===== src/rtl/ruler_search_sequencer_if.sv =====
// Bus between the search sequencer and the mark_counter chain it schedules.
// The master side is the sequencer; the slave side is the counter assembly.
interface ruler_search_sequencer_if;
    logic       cnt_reset;
    logic       cnt_ready;
    logic [6:0] enabled;
    logic [8:0] limit;
    logic [6:0] act_next_enabled;
    logic [8:0] act_val;

    modport master (
        output cnt_reset,
        output enabled,
        output limit,
        input  cnt_ready,
        input  act_next_enabled,
        input  act_val
    );

    modport slave (
        input  cnt_reset,
        input  enabled,
        input  limit,
        output cnt_ready,
        output act_next_enabled,
        output act_val
    );
endinterface


===== src/rtl/ruler_search_sequencer.sv =====
// Golomb-ruler search scheduler: passes the enable token between mark_counter levels,
// records each complete ruler and tightens the shared length limit.
module ruler_search_sequencer #(
    parameter int unsigned NUMPOSITIONS  = 5,
    parameter int unsigned RESET_TIMEOUT = 16
) (
    input  logic                            clock,
    input  logic                            reset,
    input  logic                            start,
    input  logic [8:0]                      init_limit,
    ruler_search_sequencer_if.master        chain,
    output logic                            found,
    output logic [8:0]                      best_length,
    output logic [(NUMPOSITIONS+1)*9-1:0]   best_marks,
    output logic                            busy,
    output logic                            done,
    output logic                            error,
    output logic [31:0]                     steps
);

    localparam int unsigned MW = (NUMPOSITIONS + 1) * 9;
    localparam int unsigned TW = $clog2(RESET_TIMEOUT + 1);
    localparam logic [6:0]    LastLevel = 7'(NUMPOSITIONS);
    localparam logic [TW-1:0] InitLast  = TW'(RESET_TIMEOUT - 1);

    typedef enum logic [2:0] {StIdle, StInit, StIssue, StWait, StEval, StDone} state_e;

    state_e          state_q, state_d;
    logic [6:0]      level_q, level_d;
    logic [MW-1:0]   marks_q, marks_d;
    logic [8:0]      limit_q, limit_d;
    logic            cnt_reset_q, cnt_reset_d;
    logic [TW-1:0]   init_cnt_q, init_cnt_d;
    logic            found_q, found_d;
    logic [8:0]      best_length_q, best_length_d;
    logic [MW-1:0]   best_marks_q, best_marks_d;
    logic            error_q, error_d;
    logic [31:0]     steps_q, steps_d;

    logic [6:0] nxt;
    logic [8:0] val;
    logic [8:0] val_m1;

    assign nxt    = chain.act_next_enabled;
    assign val    = chain.act_val;
    assign val_m1 = val - 9'd1;

    always_comb begin
        state_d       = state_q;
        level_d       = level_q;
        marks_d       = marks_q;
        limit_d       = limit_q;
        cnt_reset_d   = cnt_reset_q;
        init_cnt_d    = init_cnt_q;
        found_d       = 1'b0;
        best_length_d = best_length_q;
        best_marks_d  = best_marks_q;
        error_d       = error_q;
        steps_d       = steps_q;

        unique case (state_q)
            StIdle, StDone: begin
                if (start) begin
                    state_d       = StInit;
                    limit_d       = init_limit;
                    steps_d       = '0;
                    error_d       = 1'b0;
                    best_length_d = '0;
                    best_marks_d  = '0;
                    cnt_reset_d   = 1'b1;
                    init_cnt_d    = '0;
                    level_d       = '0;
                    marks_d       = '0;
                end
            end
            StInit: begin
                if (chain.cnt_ready) begin
                    cnt_reset_d = 1'b0;
                    level_d     = 7'd1;
                    state_d     = StIssue;
                end else if (init_cnt_q == InitLast) begin
                    cnt_reset_d = 1'b0;
                    error_d     = 1'b1;
                    state_d     = StDone;
                end else begin
                    init_cnt_d = init_cnt_q + 1'b1;
                end
            end
            StIssue: state_d = StWait;
            StWait:  state_d = StEval;
            StEval: begin
                steps_d = (&steps_q) ? steps_q : steps_q + 32'd1;
                state_d = StIssue;
                if (nxt == level_q + 7'd1) begin
                    if (level_q < LastLevel) begin
                        for (int unsigned i = 1; i <= NUMPOSITIONS; i++) begin
                            if (level_q == 7'(i)) marks_d[i*9 +: 9] = val;
                        end
                        level_d = nxt;
                    end else if (val == 9'd0) begin
                        error_d = 1'b1;
                        state_d = StDone;
                    end else begin
                        // Top field of marks_q is never written, so v takes its place.
                        best_marks_d  = {val, marks_q[MW-10:0]};
                        best_length_d = val;
                        found_d       = 1'b1;
                        if (val_m1 < limit_q) limit_d = val_m1;
                    end
                end else if (nxt == level_q) begin
                    state_d = StIssue;
                end else if (nxt == 7'd0) begin
                    state_d = StDone;
                end else if (nxt == level_q - 7'd1) begin
                    for (int unsigned i = 1; i <= NUMPOSITIONS; i++) begin
                        if (level_q == 7'(i)) marks_d[i*9 +: 9] = 9'd0;
                    end
                    level_d = nxt;
                end else begin
                    error_d = 1'b1;
                    state_d = StDone;
                end
            end
            default: state_d = StIdle;
        endcase
    end

    always_ff @(posedge clock) begin
        if (reset) begin
            state_q       <= StIdle;
            level_q       <= '0;
            marks_q       <= '0;
            limit_q       <= '0;
            cnt_reset_q   <= 1'b0;
            init_cnt_q    <= '0;
            found_q       <= 1'b0;
            best_length_q <= '0;
            best_marks_q  <= '0;
            error_q       <= 1'b0;
            steps_q       <= '0;
        end else begin
            state_q       <= state_d;
            level_q       <= level_d;
            marks_q       <= marks_d;
            limit_q       <= limit_d;
            cnt_reset_q   <= cnt_reset_d;
            init_cnt_q    <= init_cnt_d;
            found_q       <= found_d;
            best_length_q <= best_length_d;
            best_marks_q  <= best_marks_d;
            error_q       <= error_d;
            steps_q       <= steps_d;
        end
    end

    // The token is visible only in ISSUE so each counter steps exactly once per grant.
    assign chain.enabled   = (state_q == StIssue) ? level_q : 7'd0;
    assign chain.limit     = limit_q;
    assign chain.cnt_reset = cnt_reset_q;

    assign found       = found_q;
    assign best_length = best_length_q;
    assign best_marks  = best_marks_q;
    assign error       = error_q;
    assign steps       = steps_q;
    assign busy        = (state_q == StInit) || (state_q == StIssue) ||
                         (state_q == StWait) || (state_q == StEval);
    assign done        = (state_q == StDone);

endmodule


===== src/flat_wrapper.sv =====
// flat-port wrapper written by rule: the top's interface ports become plain ports
module ruler_search_sequencer_flat 
#(
    parameter int unsigned NUMPOSITIONS  = 5,
    parameter int unsigned RESET_TIMEOUT = 16
)
  (clock, reset, start, init_limit, found, best_length, best_marks, busy, done, error, steps, chain_cnt_reset, chain_enabled, chain_limit, chain_cnt_ready, chain_act_next_enabled, chain_act_val);
  ruler_search_sequencer_if chain_i ();
  input  logic clock;
  input  logic reset;
  input  logic start;
  input  logic [8:0] init_limit;
  output logic found;
  output logic [8:0] best_length;
  output logic [(NUMPOSITIONS+1)*9-1:0] best_marks;
  output logic busy;
  output logic done;
  output logic error;
  output logic [31:0] steps;
  output wire logic [$bits(chain_i.cnt_reset)-1:0] chain_cnt_reset;
  output wire logic [$bits(chain_i.enabled)-1:0] chain_enabled;
  output wire logic [$bits(chain_i.limit)-1:0] chain_limit;
  input wire logic [$bits(chain_i.cnt_ready)-1:0] chain_cnt_ready;
  input wire logic [$bits(chain_i.act_next_enabled)-1:0] chain_act_next_enabled;
  input wire logic [$bits(chain_i.act_val)-1:0] chain_act_val;
  assign chain_cnt_reset = chain_i.cnt_reset;
  assign chain_enabled = chain_i.enabled;
  assign chain_limit = chain_i.limit;
  assign chain_i.cnt_ready = chain_cnt_ready;
  assign chain_i.act_next_enabled = chain_act_next_enabled;
  assign chain_i.act_val = chain_act_val;
  ruler_search_sequencer #(.NUMPOSITIONS(NUMPOSITIONS), .RESET_TIMEOUT(RESET_TIMEOUT)) u_core (.clock(clock), .reset(reset), .start(start), .init_limit(init_limit), .chain(chain_i), .found(found), .best_length(best_length), .best_marks(best_marks), .busy(busy), .done(done), .error(error), .steps(steps));
endmodule

===== config.mk =====
export PLATFORM = sky130hd
export DESIGN_NAME = ruler_search_sequencer_flat
export DESIGN_NICKNAME = d
export VERILOG_FILES = /design/src/rtl/ruler_search_sequencer_if.sv /design/src/rtl/ruler_search_sequencer.sv /design/src/flat_wrapper.sv
export SDC_FILE = /design/constraint.sdc
export NUM_CORES = 1
export LEC_CHECK = 0
export ABC_AREA = 1
export CELL_PAD_IN_SITES_DETAIL_PLACEMENT = 2
export CELL_PAD_IN_SITES_GLOBAL_PLACEMENT = 2
export CORE_UTILIZATION = 30
export DETAILED_ROUTE_END_ITERATION = 8
export GPL_ROUTABILITY_DRIVEN = 1
export PLACE_DENSITY_LB_ADDON = 0.3
export SETUP_SLACK_MARGIN = 0.4
export SLEW_MARGIN = 20
export SYNTH_ARGS = -nofsm -noshare
export SYNTH_HDL_FRONTEND = slang
export SYNTH_SLANG_ARGS = --single-unit

===== constraint.sdc =====
create_clock -name clock -period 7.4 [get_ports clock]
set_input_delay 1.48 -clock clock [delete_from_list [all_inputs] [get_ports clock]]
set_output_delay 1.48 -clock clock [all_outputs]
set_load 0.03 [all_outputs]

---- After elaboration in Yosys (flattened, before gate mapping) ----
Cells that the tools add are included.
W data, S select, Z words.
word-level totals
  input bits .............................. 29
  memory bits (writable) .................. 0
  bits in registers ....................... 158
  word-level logic and storage cells ...... 154
  bits in latches ......................... 0
  memories kept ........................... 0
  ROM bits ................................ 0
  output and inout bits ................... 116
cells by class
  $mul .................................... 0
  divide/modulo/power cells ............... 0
  reduce and logical (&&, ||, !) cells .... 24
  eq/ne operators ......................... 35
  magnitude comparators ................... 2
  bitwise gates (word level) .............. 2
  add/subtract/negate cells ............... 5
  mux-type cells .......................... 72
  shift operators ......................... 0
operators with widths
  cell                     number
  $mux W54                 4
  $mux W36                 5
  $mux W9                  17
  $pmux W54 S2             1
  $pmux W36 S2             1
  $mux W32                 2
  $pmux W32 S2             1
  $mux W7                  8
  $mux W45                 1
  $pmux W9 S2              2
  $reduce_and A7 Y1        5
  $add A32 B1 Y32 const B  1
  $reduce_and A32 Y1       1
  $mux W3                  9
  $eq A7 B7 Y1             3
  $pmux W7 S3              1
  $mux W5                  3
  $pmux W3 S5              1
  $eq A7 B2 Y1 const B     2
  $ne A2 B1 Y1 const B     7
  $ne A2 B2 Y1 const B     7
  $mux W1                  13
  $ne A3 B2 Y1 const B     4
  $pmux W5 S2              1
  31 further kinds         40

---- Depth between registers and ports, before layout ----
  word-level depth ........................ 7
  depth in mapped cells ................... 18
  gate-level depth less buffers ........... 16

---- Worst setup path after synthesis ----
OpenSTA, ideal clock, no wires.
  path type ............................... input -> register
  start ................................... in chain_act_val[0]
  end ..................................... reg u_core.limit_q[5] (netlist: u_core.chain.limit[5])
  library setup time ...................... 0.119 ns
  stages on the path ...................... 14
  buffers on the path ..................... 1
  data arrival time ....................... 3.298 ns
  setup slack ............................. 3.983 ns
  data required time ...................... 7.281 ns
  cell sequence ........................... inv_1 -> ha_1 -> nand3_1 -> nor3_1 -> xor2_1 -> ha_1 -> a21oi_1 -> o21a_1 -> nand3_1 -> nand2_1 -> nand4_1 -> buf_2 -> o21ai_1 -> a21oi_1
between the ends
  longest elaborated chain between the ends .. 6
  elaborated cells on any way between the ends .. 11
  those cells by class .................... add/sub (1); order compare (1); eq/ne (2); mux (5); reduce/logical (2)
ends and longest elaborated chain
  element                                                                line                           source
  start: declaration                                                     flat_wrapper.sv:25             input wire logic [$bits(chain_i.act_val)-1:0] chain_act_val;
  parallel branches: the longest is 6 deep, another holds $sub A9 B1 Y9  -
  end signal: assignment                                                 ruler_search_sequencer.sv:145  limit_q <= limit_d;
  end: declaration                                                       ruler_search_sequencer.sv:31   logic [8:0] limit_q, limit_d;
Parallel ways; which one is timed is not known. The select of a mux whose other input is x is not followed.
A chain may end at the register's enable or synchronous reset.

---- Worst setup path in the final report ----
  start ................................... in chain_act_val[2]
  end ..................................... reg u_core.limit_q[7] (netlist: u_core.chain.limit[7])
Same word-level chain as after synthesis.

==> out/results.txt <==
Status = completed
Initial drt markers = 308
Setup Skew = 0.01376 ns
Dpl hpwl = 20.30 mm
Avg WL per Cell = 16.84 um
Relative slew slack = 43.67%
Final Hold Fails = 0
Fmax achieved = 231.8 MHz
Vias in the first global route = 8486
CTS sink cnt = 140
Fraction of layout instances using a drive strength above 1 = 7.396%
GPL Wtd Cong = 0.8485
Synth top area share = 36.07%
Post-synthesis simple-gate area fraction = 38.62%
GRT Total Usage = 21.79%
Post-Syn Area per Cell = 6.421 um^2
# diodes = 0
Worst IR drop on VDD = 0.0002087 V
Pwr per Cell Area = 442.6 nW/um^2
Vias = 8064
Initial Util = 30.68%
Detail Route Antenna Nets = 0
Post-DR vias/cell = 4.873
Final cycle utilization of the critical path = 58.30%
CTS Buf Count = 17
H-tree levels = 4
Yosys reg bits = 140
Row Count = 58
Worst Path Class, Setup = in2reg
HP Class = reg2reg
CP endpoint kind = flip-flop
Synth warnings = 0
# port buffers = 135
Final WL = 27.86 mm
Total negative slack = 0 ns
Compound-gate portion of the synthesized area = 8.953%
Async SR Flop Fraction = 0%
DRT Pass-1 Iters = 4
Mux cell area share after synthesis = 0.3865%
CTS root buf = clkbuf_16
WP data required = 7.76 ns
Final min period = 4.315 ns
EDFF count, synth = 0
Height of the die = 162.9 um
Sequential-to-total area share from yosys stat = 36.07%
First-pass GRT wire length = 45.37 mm
Longest Clk Path Bufs = 2
Nets@finish = 1358
I/O pins = 145
Primary FF master, synth = dfxtp_1
Largest net degree at the start of global routing = 66
Antenna violations before repair = 0
Core area = 25330 um^2
Post-synthesis adder-cell area fraction = 2.738%
Critical path peak fanout = 13
Worst hold margin = 0.4720 ns
P&R area growth vs syn = 25.85%
Maxcap violations = 0
Hold-fix buffers, CTS = 0
Slew Limit Fails = 0
Tightest Pin Transition = 0.8438 ns
Main combinational cell family by area after synthesis = simple AND/OR/NAND/NOR gates
XOR/XNOR Fraction of Synth Area = 1.691%
Yosys top cell by area = dfxtp_1
Final Setup Violations = 0
CP Launch Type = primary input
Clk pin slew, worst setup/hold paths = 0.06 ns
Lkg Pwr = 4.002 nW
Die X = 162.9 um
# DRC = 0
CP Data Arrival Time = 4.67 ns
CTS tree = yes
Final design utilization = 38.61%
Clock latency on the worst-skew pair = 0.44 ns
Cts repair resizes = 0
Mapped Cells = 1210
Die Area = 26550 um^2
Yosys cell types = 44
Setup Fix Bufs, Post-CTS = 0
Unrepaired setup endpoints after global routing = false
Grt total ovfl = 0
Synth top area cells = dfxtp_1, nor2_1, nand2_1
Post-Syn Area = 7770 um^2
critical path, stage by stage:
cell             delay [ns]
clkdlybuf4s50_1        0.46
nor3_1                 0.31
nand3_1                0.18
nor3_1                 0.21
xor2_1                 0.28
ha_1                   0.29
nand2_1                0.09
nor2_1                 0.07
o211ai_1               0.09
nand3_1                0.10
nand2_1                0.06
nand4_1                0.45
inv_1                  0.39
nand2_1                0.09
a21oi_1                0.12
Yosys cell counts, types with 3 or more instances:
master / count
a21oi_1: 54
buf_1: 4
buf_2: 14
buf_4: 23
buf_6: 7
clkbuf_1: 15
clkinv_1: 4
dfxtp_1: 140
ha_1: 17
inv_1: 104
inv_2: 19
inv_4: 3
mux2i_1: 3
nand2_1: 244
nand2_2: 10
nand2_4: 3
nand3_1: 77
nand3b_1: 3
nand4_1: 21
nor2_1: 299
nor2_2: 7
nor2_4: 3
nor3_1: 21
nor4_1: 4
o21ai_0: 18
o21ai_1: 49
or2_2: 9
xnor2_1: 3
xor2_1: 12
state kept, by name, summed over array words and instances (netlist names):
register	flops
u_core.marks_q	36
u_core.found	1
u_core.chain.cnt_reset	1
u_core.steps	32
u_core.chain.limit	9
u_core.level_q	7
u_core.state_q	3
u_core.best_length	8
u_core.init_cnt_q	5
u_core.error	1
u_core.best_marks	37
cells in the final DEF (no fill, tap or decap), types with 12 or more instances in the layout:
cell	instances
nor2_1	299
nand2_1	244
dfxtp_1	140
clkdlybuf4s50_1	135
inv_1	104
nand3_1	76
a21oi_1	54
o21ai_1	49
nor3_1	21
nand4_1	21
inv_2	20
o21ai_0	18
ha_1	17
clkbuf_16	17
xor2_1	12
logic make-up after synthesis:
kind of cell             after synthesis
AND/OR/NAND/NOR                      707
buffers and inverters                194
flip-flops                           140
AO/OA/AOI/OAI                        133
adder cells (fa/ha/maj)               17
XOR/XNOR                              15
multiplexers                           3
other                                  1
power by group:
part | internal [W] | switching, W
Combinational | 0.000758 | 0.00152
Clock | 0.000478 | 0.000388
Sequential | 0.000999 | 0.000187
Total | 0.00224 | 0.00209
routing by layer:
layer	vias to the layer above	track usage (%)	share of wire (%)
met3	26	3.361	3.0
met1	3923	26.99	46
met4	0	6.075	1.3
li1	3997	-	-
met2	118	38.74	50
met5	-	0	0
per-stage QoR:
| step | instances | total power (W) | cell area (um^2) | worst slack, ns |
|---|---|---|---|---|
| floorplan | 1218 | 0.002794 | 7800 | 3.983 |
| global placement | 1623 | 0.003406 | 9199 | 2.920 |
| detailed placement | 1623 | 0.003497 | 9199 | 2.750 |
| CTS | 1655 | 0.004403 | 9778 | 3.099 |
| global route | 1655 | 0.004678 | 9778 | 2.820 |
| finish | 1655 | 0.004328 | 9778 | 3.086 |
final cells by class:
class                   instances  area [um^2]
fillers                      3064        15550
inverters                     131        500.5
multi-input cells             884         4109
clock buffers                  18        429.2
well taps                     330        412.9
clock inverters                14        150.1
flip-flops and latches        140         2803
repair buffers                138         1374
final timing paths:
path / slack (ns) / start / to / cells past startpoint
setup / recovery: 3.09 / chain_act_val[2] / u_core.chain.limit[7] / 15
hold / removal: 0.47 / u_core.marks_q[38] / u_core.marks_q[38] / 2
setup reg to reg: 4.03 / u_core.level_q[0] / u_core.best_marks[22] / 16
hold reg to reg: 0.47 / u_core.marks_q[38] / u_core.marks_q[38] / 2
(Power assumes the default switching activity.)
